==> config.mk <==
export PLATFORM = sky130hd
export DESIGN_NAME = u712_chipram_sched
export DESIGN_NICKNAME = d
export VERILOG_FILES = /design/src/rtl/u712_pkg.sv /design/src/rtl/u712_refresh_timer.sv /design/src/rtl/u712_chipram_sched.sv
export SDC_FILE = /design/constraint.sdc
export NUM_CORES = 1
export LEC_CHECK = 0
export ABC_AREA = 1
export BUFFER_PORTS_ARGS = -buffer_cell sky130_fd_sc_hd__buf_2
export CAP_MARGIN = 5
export CORE_ASPECT_RATIO = 0.8
export CORE_MARGIN = 2
export CORE_UTILIZATION = 50
export CTS_CLUSTER_SIZE = 24
export DETAILED_ROUTE_END_ITERATION = 7
export PLACE_DENSITY_LB_ADDON = 0.15
export SLEW_MARGIN = 25
export SYNTH_ARGS = -nofsm -noshare
export SYNTH_HDL_FRONTEND = slang
export SYNTH_HIERARCHICAL = 1
export SYNTH_SLANG_ARGS = --single-unit
==> constraint.sdc <==
create_clock -name CLK80 -period 4.2 [get_ports CLK80]
set_clock_uncertainty 0.2 [all_clocks]
set_input_delay 0.63 -clock CLK80 [delete_from_list [all_inputs] [get_ports CLK80]]
set_output_delay 0.63 -clock CLK80 [all_outputs]
set_load 0.005 [all_outputs]
==> src/rtl/u712_pkg.sv <==
// Shared definitions for the U712 chip RAM scheduler: SDRAM command codes,
// the precharge-all address and the scheduler state encoding.
package u712_pkg;

    localparam logic [1:0] CMD_NOP = 2'b00;
    localparam logic [1:0] CMD_PRE = 2'b01;
    localparam logic [1:0] CMD_REF = 2'b10;
    localparam logic [1:0] CMD_MRS = 2'b11;

    // A10 high selects all banks for PRECHARGE
    localparam logic [10:0] CMA_PRECHARGE_ALL = 11'h400;

    typedef enum logic [3:0] {
        ST_WAIT_PWR,
        ST_WAIT_CKE,
        ST_PRE,
        ST_TRP,
        ST_REF1,
        ST_TRC1,
        ST_REF2,
        ST_TRC2,
        ST_MRS,
        ST_TMRD,
        ST_IDLE,
        ST_RWAIT,
        ST_DMA_BUSY,
        ST_CPU_BUSY
    } sched_state_t;

endpackage

==> src/rtl/u712_refresh_timer.sv <==
// Refresh interval timer with a 3-bit saturating debt of refreshes still owed.
module u712_refresh_timer #(
    parameter int REF_INTERVAL = 624
) (
    input  logic clk,
    input  logic rst_n,
    input  logic enable,
    input  logic issue,
    output logic tick,
    output logic debt_nz,
    output logic overrun
);

    localparam int CW = $clog2(REF_INTERVAL + 1);
    localparam logic [CW-1:0] LAST = CW'(REF_INTERVAL - 1);

    logic [CW-1:0] interval_cnt;
    logic [2:0]    debt;

    assign tick    = enable && (interval_cnt == LAST);
    assign debt_nz = (debt != 3'd0);

    // A tick and an issued refresh in the same cycle cancel out
    always_ff @(posedge clk or negedge rst_n) begin
        if (!rst_n) begin
            interval_cnt <= '0;
            debt         <= 3'd0;
            overrun      <= 1'b0;
        end else begin
            if (enable) begin
                interval_cnt <= tick ? '0 : interval_cnt + CW'(1);
            end
            if (tick && !issue) begin
                if (debt == 3'd7) begin
                    overrun <= 1'b1;
                end else begin
                    debt <= debt + 3'd1;
                end
            end else if (issue && !tick && debt_nz) begin
                debt <= debt - 3'd1;
            end
        end
    end

endmodule

==> src/rtl/u712_chipram_sched.sv <==
// Chip RAM SDRAM scheduler: power-up init, periodic auto-refresh and
// fixed-priority arbitration of the single port between Agnus DMA and the CPU.
module u712_chipram_sched #(
    parameter int          INIT_WAIT    = 16000,
    parameter int          CKE_WAIT     = 8,
    parameter int          REF_INTERVAL = 624,
    parameter int          T_RP         = 2,
    parameter int          T_RC         = 6,
    parameter int          T_MRD        = 2,
    parameter logic [10:0] MODE_WORD    = 11'h020
) (
    input  logic        CLK80,
    input  logic        RESETn,
    input  logic        DMA_REQ,
    input  logic        CPU_REQ,
    input  logic        CYCLE_DONE,
    output logic        DMA_GNT,
    output logic        CPU_GNT,
    output logic        CLK_EN,
    output logic        SCHED_CMD_VALID,
    output logic [1:0]  SCHED_CMD,
    output logic [10:0] SCHED_CMA,
    output logic        INIT_DONE,
    output logic        REF_OVERRUN
);

    import u712_pkg::*;

    // Command-to-command spacing N means N-1 cycles in the wait state
    // that follows the one-cycle strobe.
    localparam logic [15:0] PWR_LAST  = 16'(INIT_WAIT - 1);
    localparam logic [15:0] CKE_LAST  = 16'(CKE_WAIT - 1);
    localparam logic [15:0] TRP_LAST  = 16'(T_RP - 2);
    localparam logic [15:0] TRC_LAST  = 16'(T_RC - 2);
    localparam logic [15:0] TMRD_LAST = 16'(T_MRD - 2);

    sched_state_t state;
    sched_state_t state_next;
    logic [15:0]  wait_cnt;
    logic         init_done;
    logic         cmd_valid;
    logic [1:0]   cmd;
    logic [10:0]  cma;
    logic         ref_issue;
    logic         ref_tick;
    logic         debt_nz;
    logic         overrun;

    u712_refresh_timer #(
        .REF_INTERVAL(REF_INTERVAL)
    ) refresh_timer (
        .clk     (CLK80),
        .rst_n   (RESETn),
        .enable  (init_done),
        .issue   (ref_issue),
        .tick    (ref_tick),
        .debt_nz (debt_nz),
        .overrun (overrun)
    );

    // The wait counter restarts on every state change
    always_ff @(posedge CLK80 or negedge RESETn) begin
        if (!RESETn) begin
            state     <= ST_WAIT_PWR;
            wait_cnt  <= 16'd0;
            init_done <= 1'b0;
        end else begin
            state    <= state_next;
            wait_cnt <= (state_next != state) ? 16'd0 : wait_cnt + 16'd1;
            if (state_next == ST_IDLE) begin
                init_done <= 1'b1;
            end
        end
    end

    always_comb begin
        state_next = state;
        cmd_valid  = 1'b0;
        cmd        = CMD_NOP;
        cma        = 11'd0;
        ref_issue  = 1'b0;
        case (state)
            ST_WAIT_PWR: if (wait_cnt == PWR_LAST) state_next = ST_WAIT_CKE;
            ST_WAIT_CKE: if (wait_cnt == CKE_LAST) state_next = ST_PRE;
            ST_PRE: begin
                cmd_valid  = 1'b1;
                cmd        = CMD_PRE;
                cma        = CMA_PRECHARGE_ALL;
                state_next = ST_TRP;
            end
            ST_TRP: if (wait_cnt == TRP_LAST) state_next = ST_REF1;
            ST_REF1: begin
                cmd_valid  = 1'b1;
                cmd        = CMD_REF;
                state_next = ST_TRC1;
            end
            ST_TRC1: if (wait_cnt == TRC_LAST) state_next = ST_REF2;
            ST_REF2: begin
                cmd_valid  = 1'b1;
                cmd        = CMD_REF;
                state_next = ST_TRC2;
            end
            ST_TRC2: if (wait_cnt == TRC_LAST) state_next = ST_MRS;
            ST_MRS: begin
                cmd_valid  = 1'b1;
                cmd        = CMD_MRS;
                cma        = MODE_WORD;
                state_next = ST_TMRD;
            end
            ST_TMRD: if (wait_cnt == TMRD_LAST) state_next = ST_IDLE;
            // Agnus slots cannot stall, so DMA beats a pending refresh
            ST_IDLE: begin
                if (DMA_REQ) begin
                    state_next = ST_DMA_BUSY;
                end else if (debt_nz) begin
                    cmd_valid  = 1'b1;
                    cmd        = CMD_REF;
                    ref_issue  = 1'b1;
                    state_next = ST_RWAIT;
                end else if (CPU_REQ) begin
                    state_next = ST_CPU_BUSY;
                end
            end
            ST_RWAIT:    if (wait_cnt == TRC_LAST) state_next = ST_IDLE;
            ST_DMA_BUSY: if (CYCLE_DONE || !DMA_REQ) state_next = ST_IDLE;
            ST_CPU_BUSY: if (CYCLE_DONE || !CPU_REQ) state_next = ST_IDLE;
            default:     state_next = ST_WAIT_PWR;
        endcase
    end

    assign DMA_GNT         = (state == ST_DMA_BUSY);
    assign CPU_GNT         = (state == ST_CPU_BUSY);
    assign CLK_EN          = (state != ST_WAIT_PWR);
    assign SCHED_CMD_VALID = cmd_valid;
    assign SCHED_CMD       = cmd;
    assign SCHED_CMA       = cma;
    assign INIT_DONE       = init_done;
    assign REF_OVERRUN     = overrun;

endmodule

==> flow_metrics.py <==
metrics = {
    "run_status": {
        "outcome": "finished clean",
    },
    "sta": {
        "drv_slew": 0,
        "tns_ns": 0,
        "slew_headroom_pct": 48.5,
        "hold_viol_final": 0,
        "min_period_ns": 2.38,
        "setup_viol": 0,
        "fmax_mhz": 420,
        "worstMarginPinSlew_ns": 0.773,
        "period_share_pct": 56.7,
        "rsz0062_at_grt": "no",
    },
    "grt": {
        "track_usage_pct": 18.6,
        "grt_max_degree": 36,
        "met2_usage_pct": 27.5,
        "grt_antenna_before_repair": 0,
        "grt_pass1_vias": 1721,
        "overflow": 0,
        "grt_use_met3_pct": 3.69,
        "busiest_layer": "met2",
        "grt_pass1_wl_um": 7730,
        "grt_use_met1_pct": 27.0,
    },
    "finish": {
        "area_growth_syn_to_layout_pct": 7.09,
        "fillers": 449,
        "regArea_um2": 876,
        "diodes": 0,
        "stdcell_area_mm2": 0.00261,
        "multi_input_area_mm2": 0.00133,
        "final_layout_size_suffix_gt1_share_pct": 19.9,
        "fin_cells": 397,
        "fin_nets": 345,
    },
    "power": {
        "p_leak_uw": 0.00124,
        "p_per_area_mw_per_mm2": 475,
        "vdd_drop_max_mv": 0.324,
    },
    "floorplan": {
        "die_area_mm2": 0.00545,
        "fp.dieH_um": 66.4,
        "start_util_pct": 52.4,
        "rows": 22,
        "core_mm2": 0.00465,
        "die_x_um": 82.0,
        "io-pin-count": 24,
    },
    "logic_synthesis": {
        "synth_top_area_cell": "dfrtp_1",
        "synth-seq-area-share_pct": 36.0,
        "synth-async-reset-ratio_pct": 100,
        "synthFlopType": "dfrtp_1",
        "yosysWarningCount": 6,
        "synth_edf_count": 0,
        "avgSynthCellArea_um2": 7.68,
        "synth_top_cells_by_count": "55 x nand2_1, 46 x nor2_1, 38 x inv_1",
        "synth_top_area_share_pct": 36.0,
        "yosys_register_bits": 35,
        "synth_area_leaders": "dfrtp_1 36%, nand2_1 8.5%, nor2_1 7.1%",
        "netlist_instances": 317,
        "yosysMostFrequentCell": "nand2_1",
        "ys_types": 32,
        "synthesis.area_mm2": 0.00244,
    },
    "routing": {
        "wl_per_cell_um": 11.5,
        "vias": 1964,
        "drc": 0,
        "drtIter0Drc": 55,
        "detail-route-antenna-nets": 0,
        "routed_wl_um": 4580,
        "drt_pre_antenna_iters": 4,
        "viasPerCell": 4.95,
    },
    "cts": {
        "clk_path_buf_depth": 2,
        "cts_setup_buffers": 0,
        "clk-insertion-delay-late_ns": 0.29,
        "cts_made_buffers": 5,
        "cts-root-buf": "clkbuf_8",
        "numClockSinks": 35,
        "cts_resized": 0,
        "cts_tree": "done",
        "hold_buffers": 0,
        "clk_pin_slew_ns": 0.08,
        "htreeDepth": 2,
    },
    "setup_path": {
        "r2r-start": "wait_cnt[0]$_DFF_PN0_",
        "crit_type": "register to output pin",
        "critPathArrivalTime_ns": 1.55,
        "crit_family": "simple AND/OR/NAND/NOR gates",
        "rr_endpoint": "wait_cnt[0]$_DFF_PN0_",
        "startpoint_type": "register",
        "crit_slowest_cell": "dfrtp_1",
        "cp.required_ns": 3.37,
        "slowest_delay_ns": 0.45,
        "crit_top_cell": "nor2_1",
        "rr_worst_depth": 13,
        "crit_buf_inv": 2,
        "end_kind": "output pin",
        "r2r_slack_ns": 1.97,
        "cp_max_fo": 6,
        "crit_path_cell_trace": "nor2_1, inv_2, nor2_1, a31oi_1, nand3_1, buf_2",
    },
    "placement": {
        "dp.cells": 389,
        "place.gp.congestion": 0.842,
        "numPortBuffers": 14,
        "placement.cell_area_mm2": 0.00252,
        "dp_hpwl_um": 3480,
    },
    "job": {
        "max_cap_violations": 0,
    },
    "worst_hold_path": {
        "holdCritPathClass": "input pin to async pin",
    },
}
==> kinds of logic (layout without fill, tap and decap cells) <==
logic type / after synthesis / count (layout) / synth area share (%)
XOR/XNOR: 17 / 17 / 6.11
buffers and inverters: 56 / 68 / 10.7
flip-flops: 35 / 35 / 36.0
AND/OR/NAND/NOR: 182 / 182 / 39.8
other: 1 / 9 / 0.154
AO/OA/AOI/OAI: 22 / 22 / 4.93
adder cells (fa/ha/maj): 4 / 4 / 2.36
==> final cells by class <==
class / count / share of cell area (%)
multi-input combinational: 234 / 51.0
sequential: 35 / 33.6
inverter: 46 / 6.62
tap: 60 / 2.88
clock buffer: 6 / 2.78
timing repair buffer: 14 / 2.69
clock inverter: 2 / 0.480
==> metal layers <==
metal	vias to the layer above	wire length, um
met4	0	56
met5	-	0
met2	41	1910
met1	896	2450
li1	1020	-
met3	7	165
==> flip-flops by register name, summed over array words and instances (netlist names) <==
| register | count |
|---|---|
| refresh_timer/overrun | 1 |
| state | 4 |
| refresh_timer/interval_cnt | 10 |
| refresh_timer/debt | 3 |
| INIT_DONE | 1 |
| wait_cnt | 16 |
==> report_power, final <==
group | internal [uW] | switching, uW | leakage (uW)
clock network | 116 | 133 | 0.0000412
registers | 376 | 45.5 | 0.000457
logic | 160 | 408 | 0.000744
==> worst reg2reg max path, stage by stage (launching register included) <==
cell and delay, ns:
dfrtp_1 0.39, inv_1 0.10, ha_1 0.18, nand3_1 0.08, nor2_1 0.22, nand2_1 0.08
nand2_1 0.06, nand2_1 0.08, nor2_4 0.12, nand3_2 0.09, nand2_2 0.07, nand2_2 0.06
nand2_4 0.29, nor2_1 0.08
==> cell usage in the layout (no fill, tap or decap), types with 2 or more instances in the layout <==
cell type  instances
nand2_2            9
nand4_1            9
conb_1             9
inv_1             38
nor3_2             2
a31oi_1            2
nand2_1           55
nor2_1            46
o21bai_1           2
nand3_2            5
a21oi_1            5
o21ai_1            3
nor3_4             2
xor2_1            15
nor2_2             5
xnor2_1            2
nor2_4            14
ha_1               3
inv_2              7
o21ai_0            9
clkbuf_8           5
nor3_1             3
dfrtp_1           35
nand3_1           28
buf_2             14
==> stage by stage <==
stage / hold WS, ns / setup slack, ns / total power [uW] / utilization (%)
5_1_grt: 0.275 / 1.69 / 1340 / 56.1
3_3_place_gp: 0.246 / 1.92 / 992 / 54.2
4_1_cts: 0.243 / 1.82 / 1240 / 56.1
2_1_floorplan: 0.134 / 2.19 / 928 / -
3_5_place_dp: 0.249 / 1.91 / 996 / 54.2
6_report: 0.211 / 1.82 / 1240 / 56.1
==> worst max path at each step <==
| stage | slack (ns) | cells past startpoint | end | startpoint |
|---|---|---|---|---|
| final | 1.82 | 6 | SCHED_CMD_VALID | state[0]$_DFF_PN0_ |
| after floorplan | 2.19 | 14 | wait_cnt[13]$_DFF_PN0_ | wait_cnt[0]$_DFF_PN0_ |
| after detailed placement | 1.91 | 14 | wait_cnt[0]$_DFF_PN0_ | CPU_REQ |
| after CTS | 1.82 | 6 | SCHED_CMD_VALID | state[0]$_DFF_PN0_ |
| after global placement | 1.92 | 14 | wait_cnt[0]$_DFF_PN0_ | CPU_REQ |
| after global routing | 1.69 | 6 | SCHED_CMD_VALID | state[0]$_DFF_PN0_ |
(Power assumes the default switching activity.)
